`src/rtl/spi_slave_regfile.sv`:
```
// spi_slave_regfile: oversampled SPI slave decoding cmd/data frames into a regfile.
// Ports: clk/reset_n, SPI sclk/mosi/cs/miso, local read port, write-notify, frame_done.
module spi_slave_regfile #(
  parameter int DATA_WIDTH  = 8,
  parameter int ADDR_WIDTH  = 4,
  parameter int CPOL        = 0,
  parameter int CPHA        = 0,
  parameter int SYNC_STAGES = 2
) (
  input  logic                  clk,
  input  logic                  reset_n,
  input  logic                  sclk,
  input  logic                  mosi,
  input  logic                  cs,
  output logic                  miso,
  input  logic [ADDR_WIDTH-1:0] local_addr,
  output logic [DATA_WIDTH-1:0] local_rdata,
  output logic                  wr_valid,
  output logic [ADDR_WIDTH-1:0] wr_addr,
  output logic [DATA_WIDTH-1:0] wr_data,
  output logic                  frame_done
);

  localparam int DEPTH = 1 << ADDR_WIDTH;
  localparam int CW    = 6;

  typedef enum logic [1:0] {IDLE, CMD, DATA} state_t;

  state_t                 state;
  logic [SYNC_STAGES-1:0] sclk_q;
  logic [SYNC_STAGES-1:0] mosi_q;
  logic [SYNC_STAGES-1:0] cs_q;
  logic                   sclk_d;
  logic                   cs_d;
  logic                   sclk_s;
  logic                   mosi_s;
  logic                   cs_s;
  logic                   rise;
  logic                   fall;
  logic                   lead;
  logic                   trail;
  logic                   sample;
  logic                   shift;
  logic                   cs_fall;
  logic                   cs_rise;
  logic                   last_bit;
  logic                   rw;
  logic [CW-1:0]          bitcnt;
  logic [ADDR_WIDTH-1:0]  a_sh;
  logic [ADDR_WIDTH-1:0]  a_next;
  logic [ADDR_WIDTH-1:0]  ptr;
  logic [ADDR_WIDTH-1:0]  ptr_nxt;
  logic [DATA_WIDTH-1:0]  rx_sh;
  logic [DATA_WIDTH-1:0]  rx_next;
  logic [DATA_WIDTH-1:0]  tx_sh;
  logic [DATA_WIDTH-1:0]  reload;
  logic [DATA_WIDTH-1:0]  mem [DEPTH];

  assign sclk_s  = sclk_q[SYNC_STAGES-1];
  assign mosi_s  = mosi_q[SYNC_STAGES-1];
  assign cs_s    = cs_q[SYNC_STAGES-1];
  assign rise    = sclk_s & ~sclk_d;
  assign fall    = ~sclk_s & sclk_d;
  assign cs_fall = ~cs_s & cs_d;
  assign cs_rise = cs_s & ~cs_d;
  assign lead    = (CPOL == 0) ? rise : fall;
  assign trail   = (CPOL == 0) ? fall : rise;
  assign sample  = (CPHA == 0) ? lead : trail;
  assign shift   = (CPHA == 0) ? trail : lead;

  // Only the low address bits of the command survive the truncation.
  assign a_next   = ADDR_WIDTH'({a_sh, mosi_s});
  assign rx_next  = DATA_WIDTH'({rx_sh, mosi_s});
  assign ptr_nxt  = ptr + ADDR_WIDTH'(1);
  assign last_bit = (bitcnt == CW'(DATA_WIDTH - 1));

  // A write landing on the reload address in the same clk wins.
  assign reload = (!rw && ptr_nxt == ptr) ? rx_next : mem[ptr_nxt];

  assign local_rdata = mem[local_addr];

  always_ff @(posedge clk) begin
    if (!reset_n) begin
      sclk_q     <= '0;
      mosi_q     <= '0;
      cs_q       <= '0;
      sclk_d     <= 1'b0;
      cs_d       <= 1'b0;
      state      <= IDLE;
      bitcnt     <= '0;
      a_sh       <= '0;
      rx_sh      <= '0;
      tx_sh      <= '0;
      ptr        <= '0;
      rw         <= 1'b0;
      miso       <= 1'b0;
      wr_valid   <= 1'b0;
      wr_addr    <= '0;
      wr_data    <= '0;
      frame_done <= 1'b0;
      for (int i = 0; i < DEPTH; i++) mem[i] <= '0;
    end else begin
      sclk_q     <= {sclk_q[SYNC_STAGES-2:0], sclk};
      mosi_q     <= {mosi_q[SYNC_STAGES-2:0], mosi};
      cs_q       <= {cs_q[SYNC_STAGES-2:0], cs};
      sclk_d     <= sclk_s;
      cs_d       <= cs_s;
      wr_valid   <= 1'b0;
      frame_done <= 1'b0;
      if (cs_rise) begin
        state      <= IDLE;
        miso       <= 1'b0;
        frame_done <= (state != IDLE);
      end else begin
        unique case (state)
          IDLE: begin
            // An sclk edge coinciding with cs fall is dropped here.
            if (cs_fall) begin
              state  <= CMD;
              bitcnt <= '0;
              a_sh   <= '0;
              rx_sh  <= '0;
              miso   <= 1'b0;
            end
          end
          CMD: begin
            if (sample) begin
              a_sh <= a_next;
              if (bitcnt == '0) rw <= mosi_s;
              if (bitcnt == CW'(7)) begin
                ptr    <= a_next;
                tx_sh  <= mem[a_next];
                bitcnt <= '0;
                state  <= DATA;
              end else begin
                bitcnt <= bitcnt + CW'(1);
              end
            end
          end
          DATA: begin
            if (sample) begin
              rx_sh <= rx_next;
              if (last_bit) begin
                bitcnt <= '0;
                ptr    <= ptr_nxt;
                tx_sh  <= reload;
                if (!rw) begin
                  mem[ptr] <= rx_next;
                  wr_valid <= 1'b1;
                  wr_addr  <= ptr;
                  wr_data  <= rx_next;
                end
              end else begin
                bitcnt <= bitcnt + CW'(1);
              end
            end else if (shift && rw) begin
              miso  <= tx_sh[DATA_WIDTH-1];
              tx_sh <= tx_sh << 1;
            end
          end
          default: state <= IDLE;
        endcase
      end
    end
  end

endmodule
```
`config.mk`:
```
export PLATFORM = sky130hd
export DESIGN_NAME = spi_slave_regfile
export DESIGN_NICKNAME = d
export VERILOG_FILES = /design/src/rtl/spi_slave_regfile.sv
export SDC_FILE = /design/constraint.sdc
export NUM_CORES = 1
export LEC_CHECK = 0
export BUFFER_PORTS_ARGS = -buffer_cell sky130_fd_sc_hd__buf_2
export CAP_MARGIN = 20
export CORE_UTILIZATION = 30
export CTS_CLUSTER_SIZE = 24
export DETAILED_ROUTE_END_ITERATION = 6
export PLACE_DENSITY = 0.43
export SLEW_MARGIN = 40
export SYNTH_ARGS = -nofsm -noshare
export SYNTH_HDL_FRONTEND = slang
export SYNTH_SLANG_ARGS = --single-unit
```
`constraint.sdc`:
```
create_clock -name clk -period 6.4 [get_ports clk]
set_input_delay 1.28 -clock clk [delete_from_list [all_inputs] [get_ports clk]]
set_output_delay 1.28 -clock clk [all_outputs]
set_load 0.01 [all_outputs]
```
Yosys cells after proc, flatten, opt, wreduce, memory -nomap -nowiden:

Memory sizes are Yosys's and may differ from the RTL's.
Cells that the tools add are included.

* reduce and logical (&&, ||, !) cells: 23
* bitwise operators: 12
* mux-type cells: 41
* eq/ne operators: 14
* add/sub/neg operators: 2

Operators with widths (count)
* two-way mux 8 bit: 7
* AND reduction 4 bit: 6
* two-way mux 4 bit: 5
* two-way mux 6 bit: 3
* case mux 8 bit (2 select lines): 1
* two-way mux 7 bit: 2
* != test 2 bit (second input constant): 7
* case mux 7 bit (2 select lines): 1
* two-way mux 1 bit: 12
* case mux 6 bit (2 select lines): 1
* AND reduction 6 bit: 2
* nonzero test 2 bit: 5
* NOT 1 bit: 8
* case mux 4 bit (2 select lines): 1
* OR reduction 8 bit: 1
* adder 6 x 1 -> 6 bit (second input constant): 1
* equality test 6 x 3 -> 1 bit (second input constant): 1
* zero test 6 bit: 1
* two-way mux 2 bit: 3
* two-way mux 3 bit: 2
* != test 3 bit (second input constant): 2
* case mux 2 bit (3 select lines): 1
* case mux 3 bit (2 select lines): 1
* AND reduction 5 bit: 1
* other kinds (12): 17

* output and inout port bits: 23
* register bits: 54
* memories kept: 1
* bits in writable memories: 128

Memory list
* mem: depth 16, width 8, rd ports 3, clocked after memory_dff 0, write ports 16, RTL line 57 `logic [DATA_WIDTH-1:0] mem [DEPTH];`

Logic depth before layout (Yosys ltp):

Gate-level depths: netlist (run 1).

* word-level depth: 9
* gate-level depth with buffers: 10

Worst setup path after synthesis (run 1):

Ideal clock, no wire load.

* path kind: input-to-output
* start: input port local_addr[0]
* end: output port local_rdata[0]
* arrival: 3.089 ns
* path buffers: 2
* data required time: 5.120 ns
* slack: 2.031 ns
* cell stages on the path: 4
* path through: clkbuf_1 buf_1 mux4_2 mux4_2

* word-level cells in the longest chain between the ends: 1

Ends and longest elaborated chain
* from (decl): RTL line 16 `input logic [ADDR_WIDTH-1:0] local_addr,`
* memory (16 x 8 bit)
* to (decl): RTL line 17 `output logic [DATA_WIDTH-1:0] local_rdata,`

No other way between the ends.

Worst setup path after layout (run 1):

* start: input port local_addr[1]
* end: output port local_rdata[6]

Same word-level chain as after synthesis.

==> results of run 1 <==
[power by group through the flow]
| stage | combinational (mW) | clock, mW | sequential [mW] |
|---|---|---|---|
| 2_1_floorplan | 0.245 | 0 | 1.36 |
| 3_3_place_gp | 0.319 | 0 | 1.39 |
| 3_5_place_dp | 0.320 | 0 | 1.39 |
| 4_1_cts | 0.322 | 1.09 | 1.36 |
| 5_1_grt | 0.356 | 1.13 | 1.37 |
| 6_report | 0.321 | 1.06 | 1.37 |
[metrics by stage]
step / util / worst slack, ns
after global routing: 0.341 / 1.93
after global placement: 0.322 / 1.71
after detailed placement: 0.323 / 2.01
after floorplan: - / 2.03
after CTS: 0.340 / 2.01
final: 0.341 / 1.99
[flip-flops by register name, indices dropped and copies added, names as in the netlist]
| name | cells |
|---|---|
| a_sh | 3 |
| rx_sh | 7 |
| state | 2 |
| mem | 128 |
| mosi_q | 2 |
| sclk_d | 1 |
| sclk_q | 2 |
| ptr | 4 |
| miso | 1 |
| rw | 1 |
| cs_q | 2 |
| wr_addr | 4 |
| wr_valid | 1 |
| tx_sh | 8 |
| wr_data | 8 |
| bitcnt | 6 |
| frame_done | 1 |
| cs_d | 1 |
[worst min path at each step]
stage,startpoint,depth (start not counted),slack (ns),endpoint
after detailed placement,cs_q[0],1,0.42,cs_q[1]
final,mosi_q[0],1,0.43,mosi_q[1]
after floorplan,cs_q[0],1,0.41,cs_q[1]
after global routing,cs_q[0],1,0.44,cs_q[1]
after global placement,cs_q[0],1,0.41,cs_q[1]
after CTS,mosi_q[0],1,0.44,mosi_q[1]
[layer usage]
| metal | up-vias | share of wire |
|---|---|---|
| met2 | 216 | 0.45 |
| met5 | - | 0 |
| met3 | 53 | 0.053 |
| li1 | 3270 | - |
| met4 | 0 | 0.041 |
| met1 | 3656 | 0.46 |
[cell usage after synthesis, types with 3 or more instances]
| cell type | count |
|---|---|
| a21boi_0 | 14 |
| buf_1 | 14 |
| nor3_4 | 4 |
| mux4_2 | 72 |
| a22oi_1 | 39 |
| edfxtp_1 | 128 |
| and3_1 | 7 |
| nand2b_1 | 10 |
| nand3_1 | 17 |
| nand2_1 | 71 |
| buf_2 | 13 |
| a21oi_1 | 19 |
| nor2_2 | 12 |
| nor2b_1 | 16 |
| mux2i_1 | 69 |
| ha_1 | 9 |
| nor3_1 | 3 |
| nor2_1 | 31 |
| inv_1 | 11 |
| xor2_1 | 5 |
| a31oi_1 | 12 |
| clkbuf_1 | 38 |
| o21ai_0 | 27 |
| nand3b_1 | 3 |
| dfxtp_1 | 54 |
| nand3_4 | 4 |
| nand4b_1 | 3 |
| and2_1 | 142 |
[worst max-delay path, delay by kind of cell]
family   cells  cell delay, ns
buf+inv      2            0.78
mux          2            1.08
[cell families (layout without fill, tap and decap cells)]
group | Yosys count | count (layout) | synth area share
DFF | 182 | 182 | 0.469
and+or+nand+nor | 335 | 335 | 0.185
AOI/OAI and AO/OA | 126 | 126 | 0.0792
xor gates and xnor gates | 7 | 7 | 0.00584
adders and majority gates | 9 | 9 | 0.0107
buffers and inverters | 76 | 88 | 0.0287
muxes | 142 | 142 | 0.221
[layout make-up]
type                    instances  area share
clock buffers                  18      0.0366
clock inverters                13      0.0128
inverters                      11     0.00352
multi-input cells             619       0.454
flip-flops and latches        182       0.421
well taps                     455      0.0485
repair buffers                 46      0.0241
==> impl_metrics.yaml, run 1 <==
status:
  outcome: "completed"
clock_tree:
  post_cts_resized: 0
  clk_pin_slew_worst_paths_ns: 0.07
  cts_num_sinks: 182
  clk_latency_ns: 0.44
  cts_root_buf: "clkbuf_16"
  cts_tree: "done"
  cts_hold_buffers: 0
  numCtsBuffers: 17
  cts_setup_buffers: 0
  clk_path_buf_depth: 2
  h-tree-depth: 4
finish:
  mostFrequentLayoutCell: "and2_1"
  final_cell_mix: "142 x and2_1, 128 x edfxtp_1, 72 x mux4_2"
  multi_input_area_um2: 5330
  design.final.nets: 895
  fillers: 3440
  fin_area_um2: 11700
  stdcell_count: 1344
  syn2layout_area_growth_pct: 11.8
  diodes: 0
  ff_latch_area_um2: 4940
  drive_above_1_share: 0.213
detailed_routing:
  wl_per_cell_um: 25.0
  routed_wl_um: 33600
  drtPass1Iterations: 5
  drc: 0
  viasPerCell: 5.35
  ant_nets: 0
  drt_iter0_markers: 753
  via_count: 7195
min_path:
  worstHoldPathType: "reg -> reg"
power_and_ir_drop:
  p_int_mw: 2.02
  swShare: 0.264
  peakVddDrop_v: 0.000157
  p_sw_uw: 725
  clkPwrFrac: 0.387
  p_total_mw: 2.75
  cellLeakagePower_nw: 3.86
  power.density_nw_per_um2: 234
  pwr-share-seq: 0.496
  p_comb_frac: 0.117
place:
  port_buffers: 31
  placed_area_um2: 11100
  dp.cells: 1313
  gp_congestion: 0.863
  dp_hpwl_um: 24600
worst_setup_path:
  reg2reg_setup_slack_ns: 2.94
  path_cells: "buf_2 > mux4_2 > mux4_2 > buf_2"
  path_max_fanout: 32
  critPathCaptureType: "output pin"
  max_stage_delay_ns: 0.62
  rr_worst_depth: 7
  arrival_ns: 3.13
  critPathRequiredTime_ns: 5.12
  endpoint: "local_rdata[6]"
  cp_slowest_cell: "buf_2"
  worst_setup_path_start_kind: "primary input"
  worstReg2RegEnd: "mem[0][0]"
  critPathKind: "in -> out"
  crit_start: "local_addr[1]"
  r2r-start: "state[0]"
global_routing:
  busiest_layer: "met2"
  antenna_found_initial: 2
  grt_max_degree: 60
  grt-ovfl-total: 0
  met1_usage: 0.267
  met2_usage: 0.294
  grt_pass1_wl_um: 50000
  grt_pass1_vias: 7062
  grt_usage: 0.195
  grt.met3_usage: 0.0386
die:
  rows: 68
  ioPinCount: 32
  coreArea_um2: 34500
  fp.dieW_um: 189
  dieArea_um2: 35700
  die_h_um: 189
  start_util: 0.305
synthesis:
  synth-edff-count: 128
  synth-seq-cells: 182
  yosys_warnings: 0
  yosysTopAreaCell: "edfxtp_1"
  yosysUniqueCellTypes: 51
  async_reset_ff_frac: 0
  syn_inst: 877
  ys_seq_area_frac: 0.469
  synth_top_flop_cell: "edfxtp_1"
  yosys-top-cells-area: "edfxtp_1 37%, mux4_2 15%, dfxtp_1 10%, and2_1 8.5%, mux2i_1 6.6%"
  synth.avg_cell_area_um2: 12.0
  synth_nets: 895
  synth.top_cell.area_share: 0.366
  synth_area_um2: 10500
timing:
  slew_headroom: 0.423
  worst_pin_slew_ns: 0.864
  fmax_mhz: 227
  tns_ns: 0
  timing.final.crit_share: 0.690
  rsz0062_at_grt: "false"
  holdWs_ns: 0.432
  setup_violations: 0
  period_needed_ns: 4.41
  drv_slew: 0
  finalHoldViolations: 0
  fin_skew_ns: 0.0123
flow_run:
  cap_violations: 0
(Power assumes the default switching activity.)
==> inputs of run 2 (changes only) <==
Settings changed: PLACE_DENSITY 0.43 to 0.45.
Clock period 6.4 ns to 3.81 ns, I/O delays scaled along.
==> run 2 against run 1 <==
Against the previous run:
- sequential share of layout area down 0.29 points
- clock skew about the same
- combinational power up 74%
- wire length up 3.1%
- flip-flop and latch count unchanged
- non-clock buffer count up 16
- die area unchanged
- design area up 0.73%
- register-to-register slack worse by 2.1 ns
- highest routed layer unchanged
==> impl_metrics.yaml, run 2 (synthesis gave the netlist of run 1 again) <==
clock_tree:
  numCtsBuffers: 17
  clk_path_buf_depth: 2
  cts_num_sinks: 182
  cts_root_buf: "clkbuf_16"
  cts_hold_buffers: 0
  post_cts_resized: 0
  clk_pin_slew_worst_paths_ns: 0.07
  cts_tree: "done"
  h-tree-depth: 4
  cts_setup_buffers: 0
  clk_latency_ns: 0.44
worst_setup_path:
  r2r-start: "bitcnt[3]"
  worstSetupPathDepth: 5
  endpoint: "local_rdata[0]"
  cp_slowest_cell: "mux4_2"
  reg2reg_setup_slack_ns: 0.88
  critPathCaptureType: "output pin"
  worst_setup_path_start_kind: "primary input"
  critPathKind: "in -> out"
  worstReg2RegEnd: "mem[1][7]"
  path_max_fanout: 17
  arrival_ns: 2.47
  max_stage_delay_ns: 0.54
  critPathRequiredTime_ns: 3.05
  crit_start: "local_addr[1]"
  path_buf_inv: 3
  rr_worst_depth: 5
  crit_family: "multiplexers"
  path_cells: "buf_2 > buf_4 > mux4_2 > mux4_2 > buf_2"
finish:
  design.final.nets: 911
  largest_reg_flops: 128
  final_cell_mix: "142 x and2_1, 128 x edfxtp_1, 72 x mux4_2"
  reg_top3: "mem x128, tx_sh x8, wr_data x8"
  syn2layout_area_growth_pct: 12.6
  final_core_util: 0.343
  drive_above_1_share: 0.223
  regMostFlops: "mem"
  diodes: 0
  mostFrequentLayoutCell: "and2_1"
global_routing:
  grt_pass1_vias: 7221
  grt-ovfl-total: 0
  antenna_found_initial: 1
  grt_pass1_wl_um: 51600
  grt_max_degree: 49
  grt_usage: 0.201
place:
  gp_congestion: 0.874
  dp_hpwl_um: 25100
  port_buffers: 31
detailed_routing:
  wl_per_cell_um: 25.5
  drt_iter0_markers: 704
  drc: 0
  via_count: 7389
  viasPerCell: 5.43
  ant_nets: 0
  drtPass1Iterations: 5
  routed_wl_um: 34600
die:
  coreArea_um2: 34500
  rows: 68
  ioPinCount: 32
  fp.dieW_um: 189
  die_h_um: 189
  start_util: 0.305
  dieArea_um2: 35700
timing:
  setup_violations: 0
  fmax_mhz: 309
  slew_headroom: 0.426
  timing.final.crit_share: 0.848
  fin_skew_ns: 0.0122
  tns_ns: 0
  finalHoldViolations: 0
  drv_slew: 0
  worst_pin_slew_ns: 0.859
  rsz0062_at_grt: "false"
  period_needed_ns: 3.23
min_path:
  hold-path-cell-count: 1
  worstHoldPathType: "reg -> reg"
power_and_ir_drop:
  peakVddDrop_v: 0.000276
  cellLeakagePower_nw: 3.95
  power.density_nw_per_um2: 386
flow_run:
  cap_violations: 0
status:
  outcome: "completed"
run 2: changes by cell type in the layout (fill, tap and decap cells not counted), moves of 4 or more:
cell,change
buf_4,+14
inv_6,+6
o21ai_0,+5
o21ai_1,-5
nor2_1,+4
nor2_2,-4
run 2: final cells by class:
cell class	count	area, um2
fillers	3395	22600
multi-input cells	619	5310
flip-flops and latches	182	4940
well taps	455	569
clock buffers	18	429
repair buffers	62	413
clock inverters	14	116
inverters	11	41.3
run 2: report_power, final:
part	switching (mW)	internal [mW]
combinational	0.323	0.236
clock	0.859	0.857
sequential	0.0912	2.20
total	1.27	3.29
run 2: through the flow:
step | cell area [um2] | power [mW] | setup slack, ns | hold slack (ns) | cells
CTS | 11800 | 4.60 | 0.604 | 0.436 | 1361
global route | 11800 | 4.73 | 0.557 | 0.444 | 1361
detailed placement | 11300 | 2.88 | 0.594 | 0.419 | 1329
finish | 11800 | 4.56 | 0.578 | 0.434 | 1361
floorplan | 10500 | 2.69 | 0.477 | 0.412 | 877
global placement | 11200 | 2.89 | 0.663 | 0.416 | 1329
run 2: layer usage:
layer  track usage  up-vias  share of wire
met1         0.281     3747           0.44
met3        0.0463       38          0.075
met5             0        -              0
met4        0.0670        0          0.023
met2         0.305      298           0.46
li1              -     3306              -
run 2: worst min path at each step:
stage / to / slack [ns] / startpoint
final: mosi_q[1] / 0.43 / mosi_q[0]
after CTS: mosi_q[1] / 0.44 / mosi_q[0]
after global placement: sclk_q[1] / 0.42 / sclk_q[0]
after floorplan: cs_q[1] / 0.41 / cs_q[0]
after global routing: mosi_q[1] / 0.44 / mosi_q[0]
after detailed placement: mosi_q[1] / 0.42 / mosi_q[0]
